--- config.mk ---
export PLATFORM = sky130hd
export DESIGN_NAME = maple_rx_controller
export DESIGN_NICKNAME = d
export VERILOG_FILES = /design/src/rtl/maple_rx_controller.sv
export SDC_FILE = /design/constraint.sdc
export NUM_CORES = 1
export LEC_CHECK = 0
export BUFFER_PORTS_ARGS = -buffer_cell sky130_fd_sc_hd__buf_4
export CORE_UTILIZATION = 49
export CTS_CLUSTER_DIAMETER = 120
export CTS_CLUSTER_SIZE = 28
export DETAILED_ROUTE_END_ITERATION = 7
export PLACE_DENSITY_LB_ADDON = 0.12
export SLEW_MARGIN = 40
export SYNTH_ARGS = -nofsm -noshare
export SYNTH_HDL_FRONTEND = slang
export SYNTH_SLANG_ARGS = --single-unit
--- constraint.sdc ---
create_clock -name clk -period 3.8 [get_ports clk]
set_clock_uncertainty 0.15 [all_clocks]
set_input_delay 0.57 -clock clk [delete_from_list [all_inputs] [get_ports clk]]
set_output_delay 0.57 -clock clk [all_outputs]
set_load 0.01 [all_outputs]
--- src/rtl/maple_rx_controller.sv ---
// Maple bus receive frame controller: start/end pattern detection, header capture,
// payload streaming, checksum and timeout. Optional MAPLE_RX_CKSUM_CHECK_EN enables checksum compare.
module maple_rx_controller #(
  parameter logic [19:0] TIMEOUT_CYCLES = 20'd100000
) (
  input  logic       clk,
  input  logic       reset,
  input  logic       sdcka_data,
  input  logic       sdcka_posedge,
  input  logic       sdcka_negedge,
  input  logic       sdckb_data,
  input  logic       sdckb_posedge,
  input  logic       sdckb_negedge,
  input  logic [7:0] dec_data,
  input  logic       dec_ready,
  output logic       dec_reset,
  output logic [7:0] hdr_len,
  output logic [7:0] hdr_src,
  output logic [7:0] hdr_dst,
  output logic [7:0] hdr_cmd,
  output logic [7:0] pl_data,
  output logic       pl_valid,
  output logic       busy,
  output logic       frame_done,
  output logic [1:0] err_code
);

  typedef enum logic [2:0] {
    S_IDLE,
    S_HEADER,
    S_PAYLOAD,
    S_CKSUM,
    S_END_WAIT
  } state_t;

  state_t      state, state_next;
  logic [2:0]  start_cnt;
  logic [1:0]  end_cnt;
  logic [10:0] byte_cnt;
  logic [19:0] tmo_cnt;
  logic [10:0] pl_total;
  logic [1:0]  cksum_code;
  logic        start_det, end_det, tmo_hit;
  logic        frame_start, done, take_hdr, take_pl;
  logic [1:0]  done_err;

  // Line levels are not needed: the edge strobes carry all pattern information.
  logic unused_levels;
  assign unused_levels = sdcka_data ^ sdckb_data;

  assign start_det = sdcka_posedge && (start_cnt >= 3'd4);
  assign end_det   = sdckb_posedge && (end_cnt == 2'd2);
  assign tmo_hit   = (tmo_cnt == TIMEOUT_CYCLES - 20'd1);
  assign pl_total  = {1'b0, hdr_len, 2'b00};
  assign busy      = (state != S_IDLE);

`ifdef MAPLE_RX_CKSUM_CHECK_EN
  logic [7:0] acc;
  logic       cksum_bad;
  logic       take_ck;
  assign take_ck    = (state == S_CKSUM) && dec_ready && !start_det && !end_det;
  assign cksum_code = cksum_bad ? 2'b01 : 2'b00;

  always_ff @(posedge clk) begin
    if (reset) begin
      acc       <= '0;
      cksum_bad <= 1'b0;
    end else begin
      if (frame_start)            acc <= '0;
      else if (take_hdr || take_pl) acc <= acc ^ dec_data;
      if (frame_start)  cksum_bad <= 1'b0;
      else if (take_ck) cksum_bad <= (dec_data != acc);
    end
  end
`else
  assign cksum_code = 2'b00;
`endif

  always_ff @(posedge clk) begin
    if (reset) state <= S_IDLE;
    else       state <= state_next;
  end

  // Priority per cycle: start pattern, end pattern, decoder byte, timeout.
  always_comb begin
    state_next  = state;
    frame_start = 1'b0;
    done        = 1'b0;
    done_err    = 2'b00;
    take_hdr    = 1'b0;
    take_pl     = 1'b0;
    if (start_det) begin
      frame_start = 1'b1;
      state_next  = S_HEADER;
      if (state != S_IDLE) begin
        done     = 1'b1;
        done_err = 2'b10;
      end
    end else if (state != S_IDLE) begin
      if (end_det) begin
        done       = 1'b1;
        done_err   = (state == S_END_WAIT) ? cksum_code : 2'b10;
        state_next = S_IDLE;
      end else if (dec_ready) begin
        unique case (state)
          S_HEADER: begin
            take_hdr = 1'b1;
            if (byte_cnt[1:0] == 2'd3)
              state_next = (hdr_len == 8'd0) ? S_CKSUM : S_PAYLOAD;
          end
          S_PAYLOAD: begin
            take_pl = 1'b1;
            if (byte_cnt + 11'd1 == pl_total) state_next = S_CKSUM;
          end
          S_CKSUM: state_next = S_END_WAIT;
          S_END_WAIT: begin
            done       = 1'b1;
            done_err   = 2'b10;
            state_next = S_IDLE;
          end
          default: state_next = S_IDLE;
        endcase
      end else if (tmo_hit) begin
        done       = 1'b1;
        done_err   = 2'b11;
        state_next = S_IDLE;
      end
    end
  end

  always_ff @(posedge clk) begin
    if (reset) begin
      dec_reset  <= 1'b0;
      pl_valid   <= 1'b0;
      pl_data    <= '0;
      frame_done <= 1'b0;
      err_code   <= '0;
      hdr_len    <= '0;
      hdr_src    <= '0;
      hdr_dst    <= '0;
      hdr_cmd    <= '0;
      start_cnt  <= '0;
      end_cnt    <= '0;
      byte_cnt   <= '0;
      tmo_cnt    <= '0;
    end else begin
      dec_reset  <= frame_start;
      pl_valid   <= take_pl;
      frame_done <= done;
      if (done) err_code <= done_err;

      if (start_det || sdcka_negedge)                start_cnt <= '0;
      else if (sdckb_negedge && start_cnt < 3'd4)   start_cnt <= start_cnt + 3'd1;

      if (end_det || sdckb_negedge)                 end_cnt <= '0;
      else if (sdcka_negedge && end_cnt < 2'd2)     end_cnt <= end_cnt + 2'd1;

      // Counter restarts at zero when the header completes so it counts payload bytes only.
      if (frame_start)                              byte_cnt <= '0;
      else if (take_hdr && byte_cnt[1:0] == 2'd3)   byte_cnt <= '0;
      else if (take_hdr || take_pl)                 byte_cnt <= byte_cnt + 11'd1;

      if (frame_start || dec_ready || state == S_IDLE) tmo_cnt <= '0;
      else                                             tmo_cnt <= tmo_cnt + 20'd1;

      if (take_hdr) begin
        unique case (byte_cnt[1:0])
          2'd0: hdr_len <= dec_data;
          2'd1: hdr_src <= dec_data;
          2'd2: hdr_dst <= dec_data;
          default: hdr_cmd <= dec_data;
        endcase
      end
      if (take_pl) pl_data <= dec_data;
    end
  end

endmodule

==> key figures <==
Place
  • Cells after DPL: 568
  • Placed instance area: 4220 sq um
  • Placer Congestion: 0.816
  • Number of port buffers: 60
  • Final HPWL DP: 5790 um

Clock network
  • Worst-path clk slew: roughly 0.080 ns
  • Cts hold-fix bufs: 0
  • # Post-CTS Setup Buffers: 0
  • CTS Root Cell: clkbuf_8
  • Post-cts resize count: 0
  • Worst-case clock buffer depth: 2
  • Worst-Skew Late Latency: between 0.3 and 0.4 ns
  • H-tree depth: 3
  • Inserted Clock Buffers: 9
  • CTS tree: done
  • CTS sink cnt: 84

Detailed routing
  • DR vias: about 3,000
  • DR iter-0 viols: 128
  • Mean routed wirelength per cell: ~14 um
  • Iteration count of the initial detailed-routing pass: 4
  • Drt total wl: 8150 um
  • Remaining DRCs: 0
  • Antenna viol nets, final: 0
  • Via density: 5.22

Cells and area
  • Area grow syn2layout: 18.5%
  • Share of layout cells above drive strength 1: 18.1%
  • Final cell count without fillers: 584
  • Antenna diode instance count: 0
  • Final #Nets: 505
  • Cell area after layout: 4440 sq um

Worst hold path
  • Min-delay src: sdckb_negedge
  • Hold Path Class: input port to flip-flop
  • Hold path cells: 2
  • Worst hold endpoint: end_cnt[1]

Timing
  • Final min period: 2.60 ns
  • # setup viols final: 0
  • Final hold vios: 0
  • Worst Tran Pin Value: ~0.66 ns
  • TNS Setup: 0 ns
  • Unrepaired setup endpoints after global routing: false
  • Fin. max-slew vios: 0
  • F_max: 385 MHz
  • Relative slew slack: 55.9%
  • Crit share post-route: ~70%

Synth
  • Yosys top cell by area: dfxtp_1
  • Post-synthesis sequential area ratio: 44.9%
  • Most numerous cell in the Yosys netlist: dfxtp_1
  • Synthesized cell area: 3740 sq um
  • Share of flip-flops with an asynchronous set or reset: 0%
  • Register bit total from synthesis: between 80 and 90
  • Yosys top cell area share: between 40% and 50%
  • Synth unique cells: between 40 and 50
  • Yosys warning count: 0
  • Synth cell count leaders: dfxtp_1 (84), nor2_1 (53), nand2_1 (41)
  • Syn nets: 454
  • Top area cells in the synthesized netlist: dfxtp_1 (45%), xnor2_1 (5.8%), nor2_1 (5.3%), mux2i_1 (4.8%), nand3_1 (4.8%)
  • Synth Flop Type: dfxtp_1
  • Cells after synthesis: 429
  • Post-synth EDFFs: 0
  • Avg Synthesized Cell Area: 8.73 sq um

Global routing
  • Global-route wire length before repair: 13,500 um
  • Largest net degree at the start of global routing: 50
  • Vias in the first global route: 2,915
  • Congestion Overflow GR: 0
  • Initial antenna violation count: 0
  • GRT Total Usage: approximately 22%

Critical path
  • Crit. End Element: flip-flop
  • CP max FO: 15
  • R2R Setup Slk: 1.20 ns
  • Worst reg2reg path startpoint: end_cnt[0]
  • RR Endpoint: hdr_src[6]
  • CP Data Required Time: 3.86 ns
  • Critical path startpoint category: flip-flop
  • Crit Path Category: flip-flop to flip-flop
  • Worst reg2reg path depth: 9
  • Data arrival, critical path: 2.66 ns

Die
  • Ports: 63
  • # rows: 31
  • Starting density of the core: 51.1%
  • Die W: 89.4 um
  • Core area: 7330 sq um
  • DIE AREA: 7990 sq um
  • DIE HEIGHT: 89.4 um

Run
  • Max cap viols: 0

Pwr
  • Worst VDD drop: 0.291 mV
  • Pwr per Cell Area: 364 nW/um^2
  • Pleak: 1.78 nW

Outcome
  • Status: completed
-- layout by cell type, fill, tap and decap left out, drive strengths merged, types with 6 or more instances in the layout --
| cell | count |
|---|---|
| dfxtp | 84 |
| buf | 61 |
| nor2 | 55 |
| nand2 | 41 |
| nand3 | 36 |
| a21oi | 33 |
| xnor2 | 25 |
| mux2i | 18 |
| nor3 | 17 |
| xor2 | 16 |
| clkbuf | 12 |
| inv | 9 |
| nand4 | 9 |
| ha | 8 |
| o21ai | 7 |
| nor2b | 6 |
| or3 | 6 |
| nor4 | 6 |
-- power by group --
part | internal [mW] | switching [mW] | leakage [nW]
sequential | 0.881 | 0.00111 | 0.677
clock | 0.388 | 0.305 | 0.107
combinational | 0.0161 | 0.0266 | 0.996
total | 1.28 | 0.333 | 1.78
-- cells by family (layout without fill, tap and decap cells) --
kind of cell | count (synthesis) | after routing | synth area share [%]
xor gates and xnor gates | 41 | 41 | 9.59
and+or+nand+nor | 197 | 197 | 26.3
DFF | 84 | 84 | 44.9
muxes | 18 | 18 | 4.81
adders and majority gates | 8 | 8 | 2.67
buffers and inverters | 30 | 86 | 3.71
AOI/OAI and AO/OA | 51 | 51 | 7.95
-- sequential cells by signal (all words and copies together), names as in the netlist --
register	count
state	3
pl_data	8
dec_reset	1
pl_valid	1
frame_done	1
tmo_cnt	20
hdr_cmd	8
hdr_src	8
hdr_len	8
hdr_dst	8
end_cnt	2
err_code	2
start_cnt	3
byte_cnt	11
-- layout make-up --
class	instances	area (sq um)
repair buffers	61	458
well taps	99	124
clock buffers	12	145
flip-flops and latches	84	1680
fillers	673	2890
inverters	9	33.8
clock inverters	4	72.6
multi-input cells	315	1920
-- critical path, stage by stage, from the launching register on --
cell and delay, ns:
dfxtp_1 0.35, inv_1 0.05, ha_1 0.19, and2_4 0.19, and4bb_2 0.40, and2_1 0.42, buf_4 0.28, nand2_1 0.22
nand2_1 0.14, a21oi_1 0.07
-- how the worst max path moves through the flow --
| stage | cells past startpoint | end | slack [ns] | from |
|---|---|---|---|---|
| after floorplan | 9 | byte_cnt[8] | 1.43 | sdckb_posedge |
| after global placement | 6 | byte_cnt[7] | 1.14 | sdckb_posedge |
| after detailed placement | 6 | byte_cnt[2] | 1.10 | sdckb_posedge |
| after CTS | 7 | byte_cnt[2] | 1.16 | end_cnt[0] |
| after global routing | 7 | byte_cnt[4] | 1.00 | end_cnt[0] |
| final | 9 | hdr_src[6] | 1.20 | end_cnt[0] |
-- layer usage --
layer,share of wire [%],global-route usage [%]
met1,47,28.2
met2,46,35.6
met3,6.9,8.68
met4,0.50,4.76
met5,0,0
-- per-stage QoR --
step	setup slack, ns	power, mW	hold slack (ns)	util [%]
3_3_place_gp	1.14	0.945	0.294	57.6
4_1_cts	1.16	1.63	0.244	60.5
6_report	1.20	1.62	0.263	60.5
5_1_grt	1.00	1.68	0.240	60.5
3_5_place_dp	1.10	0.946	0.298	57.6
2_1_floorplan	1.43	0.922	0.292	-
Power figures use the tool's default switching activity.
